<file path="config.mk">
export PLATFORM = sky130hd
export DESIGN_NAME = uart_receiver_flat
export DESIGN_NICKNAME = d
export VERILOG_FILES = /design/src/rtl/uart_receiver_if.sv /design/src/rtl/uart_receiver.sv /design/src/flat_wrapper.sv
export SDC_FILE = /design/constraint.sdc
export NUM_CORES = 1
export LEC_CHECK = 0
export CAP_MARGIN = 15
export CORE_MARGIN = 2
export CORE_UTILIZATION = 40
export CTS_CLUSTER_SIZE = 8
export DETAILED_ROUTE_END_ITERATION = 10
export GPL_TIMING_DRIVEN = 0
export PLACE_DENSITY = 0.62
export SETUP_SLACK_MARGIN = 0.15
export SKIP_CTS_REPAIR_TIMING = 1
export SLEW_MARGIN = 20
export SYNTH_ARGS = -nofsm -noshare
export SYNTH_HDL_FRONTEND = slang
export SYNTH_SLANG_ARGS = --single-unit
export TNS_END_PERCENT = 10
</file>
<file path="constraint.sdc">
create_clock -name s_tick -period 1.89 [get_ports s_tick]
set_clock_uncertainty 0.05 [all_clocks]
set_input_delay 0.189 -clock s_tick [delete_from_list [all_inputs] [get_ports s_tick]]
set_output_delay 0.189 -clock s_tick [all_outputs]
set_load 0.01 [all_outputs]
</file>
<file path="src/rtl/uart_receiver_if.sv">
`default_nettype none
//==============================================================================
// uart_receiver_if : serial line plus received-data/status bundle. Rev 1.0
//==============================================================================
interface uart_receiver_if #(
  parameter int DATA_BITS = 8
) ();
  logic                 rx;
  logic [DATA_BITS-1:0] rx_data;
  logic                 recieve_start;
  logic                 recieving;
  logic                 recieve_over;
  logic                 frame_error;

  modport master (
    output rx,
    input  rx_data, recieve_start, recieving, recieve_over, frame_error
  );

  modport slave (
    input  rx,
    output rx_data, recieve_start, recieving, recieve_over, frame_error
  );
endinterface
`default_nettype wire

</file>
<file path="src/rtl/uart_receiver.sv">
`default_nettype none
//==============================================================================
// uart_receiver : oversampled UART receiver, LSB first, mid-bit sampling. Rev 1.0
//==============================================================================
module uart_receiver #(
  parameter int OVERSAMPLE = 16,
  parameter int DATA_BITS  = 8
) (
  input  wire logic      s_tick,
  input  wire logic      reset,
  uart_receiver_if.slave bus
);
  localparam int CW = (OVERSAMPLE > 1) ? $clog2(OVERSAMPLE) : 1;
  localparam int IW = $clog2(DATA_BITS) + 1;
  localparam logic [CW-1:0] C_CNT_HALF = CW'(OVERSAMPLE / 2 - 1);
  localparam logic [CW-1:0] C_CNT_FULL = CW'(OVERSAMPLE - 1);
  localparam logic [IW-1:0] C_IDX_LAST = IW'(DATA_BITS - 1);

  typedef enum logic [2:0] {
    S_IDLE  = 3'd0,
    S_START = 3'd1,
    S_DATA  = 3'd2,
    S_STOP  = 3'd3,
    S_BREAK = 3'd4
  } state_t;

  state_t               r_state, w_state;
  logic [CW-1:0]        r_cnt, w_cnt;
  logic [IW-1:0]        r_idx, w_idx;
  logic [DATA_BITS-1:0] r_shift, w_shift;
  logic [DATA_BITS-1:0] r_rx_data, w_rx_data;
  logic                 r_start, w_start;
  logic                 r_recv, w_recv;
  logic                 r_over, w_over;
  logic                 r_ferr, w_ferr;
  logic                 r_rx_meta, r_rx_s;

  always_ff @(posedge s_tick) begin
    if (reset) begin
      r_rx_meta <= 1'b1;
      r_rx_s    <= 1'b1;
      r_state   <= S_IDLE;
      r_cnt     <= '0;
      r_idx     <= '0;
      r_shift   <= '0;
      r_rx_data <= '0;
      r_start   <= 1'b0;
      r_recv    <= 1'b0;
      r_over    <= 1'b0;
      r_ferr    <= 1'b0;
    end else begin
      r_rx_meta <= bus.rx;
      r_rx_s    <= r_rx_meta;
      r_state   <= w_state;
      r_cnt     <= w_cnt;
      r_idx     <= w_idx;
      r_shift   <= w_shift;
      r_rx_data <= w_rx_data;
      r_start   <= w_start;
      r_recv    <= w_recv;
      r_over    <= w_over;
      r_ferr    <= w_ferr;
    end
  end

  always_comb begin
    w_state   = r_state;
    w_cnt     = r_cnt;
    w_idx     = r_idx;
    w_shift   = r_shift;
    w_rx_data = r_rx_data;
    w_start   = 1'b0;
    w_ferr    = 1'b0;
    w_recv    = r_recv;
    w_over    = r_over;
    case (r_state)
      S_IDLE: begin
        if (!r_rx_s) begin
          w_state = S_START;
          w_cnt   = '0;
          w_over  = 1'b0;
        end
      end
      S_START: begin
        w_cnt = r_cnt + CW'(1);
        if (r_cnt == C_CNT_HALF) begin
          w_cnt = '0;
          // A line that is high again at mid start bit was only a glitch.
          if (!r_rx_s) begin
            w_start = 1'b1;
            w_recv  = 1'b1;
            w_idx   = '0;
            w_state = S_DATA;
          end else begin
            w_state = S_IDLE;
          end
        end
      end
      S_DATA: begin
        w_cnt = r_cnt + CW'(1);
        if (r_cnt == C_CNT_FULL) begin
          w_cnt   = '0;
          w_shift = {r_rx_s, r_shift[DATA_BITS-1:1]};
          w_idx   = r_idx + IW'(1);
          if (r_idx == C_IDX_LAST) begin
            w_rx_data = w_shift;
            w_recv    = 1'b0;
            w_state   = S_STOP;
          end
        end
      end
      S_STOP: begin
        w_cnt = r_cnt + CW'(1);
        if (r_cnt == C_CNT_FULL) begin
          w_cnt = '0;
          if (r_rx_s) begin
            w_over  = 1'b1;
            w_state = S_IDLE;
          end else begin
            w_ferr  = 1'b1;
            w_state = S_BREAK;
          end
        end
      end
      S_BREAK: begin
        if (r_rx_s) w_state = S_IDLE;
      end
      default: w_state = S_IDLE;
    endcase
  end

  assign bus.rx_data       = r_rx_data;
  assign bus.recieve_start = r_start;
  assign bus.recieving     = r_recv;
  assign bus.recieve_over  = r_over;
  assign bus.frame_error   = r_ferr;
endmodule
`default_nettype wire

</file>
<file path="src/flat_wrapper.sv">
// flat-port wrapper written by rule: the top's interface ports become plain ports
module uart_receiver_flat 
#(
  parameter int OVERSAMPLE = 16,
  parameter int DATA_BITS  = 8
)
  (s_tick, reset, bus_rx, bus_rx_data, bus_recieve_start, bus_recieving, bus_recieve_over, bus_frame_error);
  uart_receiver_if #(.DATA_BITS(DATA_BITS)) bus_i ();
  input  wire logic s_tick;
  input  wire logic reset;
  input wire logic [$bits(bus_i.rx)-1:0] bus_rx;
  output wire logic [$bits(bus_i.rx_data)-1:0] bus_rx_data;
  output wire logic [$bits(bus_i.recieve_start)-1:0] bus_recieve_start;
  output wire logic [$bits(bus_i.recieving)-1:0] bus_recieving;
  output wire logic [$bits(bus_i.recieve_over)-1:0] bus_recieve_over;
  output wire logic [$bits(bus_i.frame_error)-1:0] bus_frame_error;
  assign bus_i.rx = bus_rx;
  assign bus_rx_data = bus_i.rx_data;
  assign bus_recieve_start = bus_i.recieve_start;
  assign bus_recieving = bus_i.recieving;
  assign bus_recieve_over = bus_i.recieve_over;
  assign bus_frame_error = bus_i.frame_error;
  uart_receiver #(.OVERSAMPLE(OVERSAMPLE), .DATA_BITS(DATA_BITS)) u_core (.s_tick(s_tick), .reset(reset), .bus(bus_i));
endmodule
</file>
==> results.yml <==
outcome:
  status: "complete, no violations"
cells_and_area:
  nets: 165
  seqCellArea_um2: 646
  antenna_cells: 0
  area_growth_pct: 24.4
  drive_gt1_frac: 0.205
  final_util: 0.513
  design_area_mm2: 0.00169
  n_fill_cell: 311
  final_cells: 207
  multi_input_area_um2: 689
drt:
  drc_errors: 0
  postRouteAntennaNets: 0
  vias: 1080
  first_iter_violations: 40
  via_per_inst: 5.22
  wl_per_cell_um: 13.9
  dr.pass1.iters: 4
  routed_wl_um: 2880
placed_design:
  dp_hpwl_um: 1750
  place_congestion: 0.799
  dpl_cell_area_mm2: 0.00155
  dp_cells: 197
  io_buffers: 14
worst_setup_path:
  cp-end-kind: "flop"
  r2r-start: "u_core.r_cnt[0]"
  critPathLaunchType: "flop"
  rr_worst_depth: 5
  worstSetupPathType: "flop to flop"
  crit_fanout: 6
  rr_endpoint: "u_core.r_state[1]"
  cp_slowest_cell: "a311oi_2"
  slowest_delay_ns: 0.45
  rrSetupSlack_ns: 0.15
  required_ns: 2.12
  crit_chain: "ha_4, a41o_2, a311oi_2, o21ai_0, a21oi_1"
  cp_data_arrival_time_ns: 1.97
grt:
  grtUsageTotal: 0.153
  first_global_vias: 1024
  grt_pass1_wl_um: 4670
  grt_max_degree: 12
  overflow: 0
  antenna_found_initial: 0
floorplanning:
  rows: 21
  die_w_um: 62.2
  die-height_um: 62.2
  dieArea_mm2: 0.00387
  initial_core_util: 0.413
  core_region_area_mm2: 0.00328
  ioPinCount: 15
worst_hold_path:
  worstHoldPathCells: 2
  worstHoldStart: "bus_rx"
  min_to: "u_core.r_rx_meta"
  hp-class: "input pin to flop"
power:
  power_mw: 1.31
  power.density_mw_per_mm2: 780
  p_leak_nw: 0.580
  max-vdd-ir-drop_mv: 0.525
logic_synthesis:
  async_reset_ff_frac: 0
  syn_avg_cell_area_um2: 9.89
  synthCells: 137
  synth_warnings: 0
  synth-edff-count: 0
  synth-compound-area-share: 0.119
  synthXorXnorAreaFrac: 0.00646
  yosysUniqueCellTypes: 36
  synth_ff_type: "dfxtp_1"
  synthMuxAreaShare: 0.133
  syn_area_mm2: 0.00136
  synth_seq_area_share: 0.473
  ys_ff_latch: 32
  synth_top_family_by_area: "simple AND/OR/NAND/NOR gates"
  yosys.area_share.simple: 0.208
  synthAdderAreaFrac: 0.0185
  synth_fp_nets: 142
timing:
  slew_headroom: 0.644
  maxSlewViolCount: 0
  fmax_mhz: 576
  worstMarginPinSlew_ns: 0.534
  fin_crit_ns: 1.74
  hold_violations: 0
  fin_crit_sh: 0.919
  rsz0062_at_grt: "yes"
  setup_viol: 0
clocking:
  cts.sinks: 32
  numCtsBuffers: 5
  path_clk_slew_ns: 0.10
  htreeDepth: 2
  cts_tree: "done"
  clock-root-buffer: "clkbuf_4"
  cts.path.max_buffers: 2
  clk_latency_ns: 0.34
job:
  max_cap_viol_count: 0
sequential cells by signal (all words and copies together) (netlist names):
name / cells
u_core.r_state: 3
u_core.bus.frame_error: 1
u_core.r_rx_s: 1
u_core.r_rx_meta: 1
u_core.bus.recieve_over: 1
u_core.bus.recieving: 1
u_core.bus.rx_data: 8
u_core.r_idx: 4
u_core.r_shift: 7
u_core.bus.recieve_start: 1
u_core.r_cnt: 4
cell usage after synthesis, types with 2 or more instances:
| library cell | count | area share |
|---|---|---|
| dfxtp_1 | 32 | 0.47 |
| nor2_1 | 26 | 0.072 |
| mux2i_1 | 18 | 0.13 |
| a21oi_1 | 5 | 0.018 |
| nand2_1 | 5 | 0.014 |
| o21ai_0 | 5 | 0.018 |
| clkbuf_1 | 4 | 0.011 |
| a311oi_1 | 3 | 0.019 |
| nand3_1 | 3 | 0.011 |
| a22oi_1 | 2 | 0.011 |
| buf_2 | 2 | 0.0074 |
| buf_6 | 2 | 0.017 |
| clkbuf_2 | 2 | 0.0074 |
| ha_1 | 2 | 0.018 |
| nand3b_1 | 2 | 0.011 |
| nor3_1 | 2 | 0.0074 |
| nor4_1 | 2 | 0.0092 |
| or2_2 | 2 | 0.0092 |
cells by family (layout without fill, tap and decap cells):
| group | Yosys count | count (layout) |
|---|---|---|
| simple gates | 51 | 51 |
| compound gates | 23 | 23 |
| xor+xnor | 1 | 1 |
| flops | 32 | 32 |
| buf+inv | 10 | 34 |
| mux | 18 | 18 |
| fa+ha+maj | 2 | 2 |
per-layer routing:
layer | GRT usage | vias to the layer above | routed length [um]
met3 | 0.0507 | 8 | 140
met1 | 0.201 | 504 | 1400
li1 | - | 539 | -
met5 | 0 | - | 0
met4 | 0.0833 | 0 | 60
met2 | 0.220 | 29 | 1280
per-stage QoR:
step	hold WS, ns	setup WS [ns]	TNS [ns]
after global routing	0.363	0.0978	0
after CTS	0.361	-0.159	-1.24
after global placement	0.352	-0.0740	-0.686
final	0.362	0.152	0
after detailed placement	0.353	-0.129	-0.954
after floorplan	0.243	0.164	0
worst max-delay path by stage:
stage / from / endpoint / slack, ns / depth (start not counted)
6_report: u_core.r_cnt[0] / u_core.r_state[1] / 0.15 / 5
5_1_grt: u_core.r_cnt[0] / u_core.r_state[1] / 0.1 / 5
4_1_cts: u_core.r_cnt[0] / u_core.r_cnt[3] / -0.16 / 5
2_1_floorplan: u_core.r_cnt[0] / u_core.bus.rx_data[7] / 0.16 / 5
3_3_place_gp: u_core.r_cnt[0] / u_core.bus.rx_data[7] / -0.07 / 5
3_5_place_dp: u_core.r_cnt[0] / u_core.r_cnt[3] / -0.13 / 5
critical path, delay by kind of cell (launching register included):
kind            cells  cell delay, ns
fa+ha+maj           1            0.19
flops               1            0.37
compound gates      4            1.07
final cells by class:
cell class,count,share of cell area
repair buffers,16,0.0980
clock inverters,2,0.00891
well taps,46,0.0341
clock buffers,6,0.0304
flip-flops and latches,32,0.383
multi-input cells,95,0.409
plain buffers,10,0.0364
placed cells by master (no fill, tap or decap), types with 4 or more instances in the layout:
cell type and instances:
dfxtp_1 28, nor2_1 25, mux2i_1 18, clkdlybuf4s50_1 14
a21oi_1 5, o21ai_0 5, nand2_1 5, clkbuf_4 5
dfxtp_2 4
power by group:
group / internal (mW) / switching (mW)
clock: 0.180 / 0.250
sequential: 0.693 / 0.0149
combinational: 0.0747 / 0.102
Power figures use the tool's default switching activity.
==> edit, RTL diff (config.mk and constraints unchanged) <==
Encoding of `state_t`: now one-hot (5 bits for 5 states).
--- a/src/rtl/uart_receiver.sv
+++ b/src/rtl/uart_receiver.sv
@@ -17,10 +17,10 @@
   localparam logic [IW-1:0] C_IDX_LAST = IW'(DATA_BITS - 1);
 
-  typedef enum logic [2:0] {
-    S_IDLE  = 3'd0,
-    S_START = 3'd1,
-    S_DATA  = 3'd2,
-    S_STOP  = 3'd3,
-    S_BREAK = 3'd4
+  typedef enum logic [4:0] {
+    S_IDLE  = 5'b00001,
+    S_START = 5'b00010,
+    S_DATA  = 5'b00100,
+    S_STOP  = 5'b01000,
+    S_BREAK = 5'b10000
   } state_t;
 
Check against the original RTL: no difference found for any inputs over 10 cycles, from zero or initial values and one cycle with reset high; not proved beyond that.
==> edit against the original RTL <==
Setup slack worse by 0.19 ns; largest cell class unchanged; sequential share of layout area decreased by 2.5 points; area after synthesis up 14%; highest routed layer unchanged; wire length up 22%; synthesized cell count up 26%; sequential cell count rose by 2; first-iteration DRC count up 80%; final area is 14% higher; the run now ends with negative setup slack left; hold slack improved by 0.0038 ns; critical path type unchanged.
Power is not compared: it rests on default switching activity, and its combinational part moved more than twofold at a synthesized area within 25%.
==> edit: results (changes against the original RTL) <==
stage	metric	value	unit	change
outcome	status	finished with violations		
outcome	failing checks	negative setup slack		
worst_setup_path	slowest library cell on the worst path	or3_4		
sta	final setup TNS	-0.06011	ns	-0.06011 ns
synth	synth top area cells	dfxtp_1 44%, mux2i_1 9.7%, nor2_1 5.8%, nand3_1 2.9%, nand2b_1 2.8%		
global_route	number of antenna violations at the first check in global routing	0		unchanged
synth	Seq/Total Area, Yosys	44.05	%	-3.2 points
clocking	CTS H-Tree Depth	2		unchanged
final_layout	layout cells sized above 1	15.66	%	-4.8 points
placed_design	Port Buffer Count	13		-1
worst_setup_path	Reg-to-Reg Start	u_core.r_state[4]$_SDFFE_PP0P_		
final_layout	Post-layout nets	202		+22%
clocking	CTS Buf Count	5		unchanged
clocking	Clock transition at path regs	0.07	ns	-0.03 ns
worst_setup_path	crit path DAT	2.10	ns	+0.13 ns
routing	initial detailed-routing violation count	72		+80%
routing	max layer used	met4		
global_route	vias in the first global route	1276		+25%
placed_design	RePlAce Congestion	0.8125		+1.7%
min_path	hold wc startpoint	u_core.r_rx_meta$_SDFF_PP1_		
global_route	total track usage	17.73	%	+2.5 points
pwr	Peak VDD IR	0.4864	mV	
synth	yosys warns	0		unchanged
synth	Synth Net Count	177		+25%
worst_setup_path	CP Launch Type	flop		
worst_setup_path	CP max stage delay	0.38	ns	-0.07 ns
clocking	worst skew pair latency	0.28	ns	-0.06 ns
clocking	CTS Buffer Depth	2		unchanged
routing	WL met2	1637	microns	+27%
routing	mean routed wirelength per cell	14.33	microns	+2.9%
final_layout	Diodes inserted	0		unchanged
routing	Initial DRT Pass Iterations	4		unchanged
routing	Via density	5.602		+7.4%
final_layout	max reg flops	8		unchanged
pwr	leakage power figure	0.6855	nW	
synth	Top FF cell, synth	dfxtp_1		
clocking	clk root buf	clkbuf_8		
run	MaxCap Viol Count	0		unchanged
sta	Slew HR	64.17	%	-0.20 points
global_route	pin count of the biggest net entering global routing	12		unchanged
sta	fin worst setup slack	-0.04058	ns	-0.1930 ns
placed_design	HPWL after detailed placement	2472	microns	+41%
sta	# setup viols final	2		+2
routing	WL met3	204	microns	+46%
worst_setup_path	crit-path max FO	8		+2
worst_setup_path	Worst path top cell family by delay	simple AND/OR/NAND/NOR gates		
synth	Synth cell types	37		+2.8%
min_path	hold crit path type	flop to flop		
synth	top cells by count, synth	34 x dfxtp_1, 24 x nor2_1, 15 x mux2i_1, 9 x nand3_1		
synth	Post-synth ARST share	0	%	unchanged
routing	WL met1	1625	microns	+16%
global_route	global-route wire length before repair	6003	microns	+29%
edit: kinds of logic (layout without fill, tap and decap cells):
kind of cell / count (synthesis) / count (layout) / share of synthesized area, %
fa+ha+maj: 2 / 2 / 1.619
mux: 15 / 15 / 9.716
compound gates: 33 / 33 / 14.82
simple gates: 72 / 72 / 24.94
xor+xnor: 1 / 1 / 0.5669
flops: 34 / 34 / 44.05
buf+inv: 15 / 41 / 4.291
edit: routing by layer:
| metal | up-vias | global-route usage [%] |
|---|---|---|
| met4 | 0 | 6.122 |
| met2 | 38 | 27.88 |
| li1 | 669 | - |
| met3 | 8 | 3.918 |
| met5 | - | 0 |
| met1 | 663 | 23.86 |
edit: stage by stage:
stage	worst slack (ns)	instances	instance area (sq um)
final	-0.04058	246	1919
after global routing	-0.1038	246	1919
after CTS	-0.2829	241	1832
after detailed placement	-0.2394	233	1737
after global placement	-0.2370	233	1737
after floorplan	0.05832	172	1546
edit: report_power, final:
part | switching (mW) | total, mW | internal (mW)
Clock | 0.275 | 0.568 | 0.293
Sequential | 0.00484 | 0.724 | 0.719
Combinational | 0.0396 | 0.0640 | 0.0244
edit: layout make-up:
cell class                      instances  area, sq um
Sequential cell                        34        686.9
Clock inverter                          2        12.51
Inverter                                4        15.01
Buffer                                 11        63.81
Fill cell                             353         1769
Multi-Input combinational cell        123        830.8
Timing Repair Buffer                   18        167.7
Clock buffer                            6        82.58
Tap cell                               48        60.06
edit: path summary, 6_finish.rpt:
check,end,slack (ns),cells after the start
max reg2reg,u_core.r_idx[3]$_SDFFE_PP0P_,-0.04,6
min,u_core.r_rx_s$_SDFF_PP1_,0.37,1
max,u_core.r_idx[3]$_SDFFE_PP0P_,-0.04,6
min reg2reg,u_core.r_rx_s$_SDFF_PP1_,0.37,1
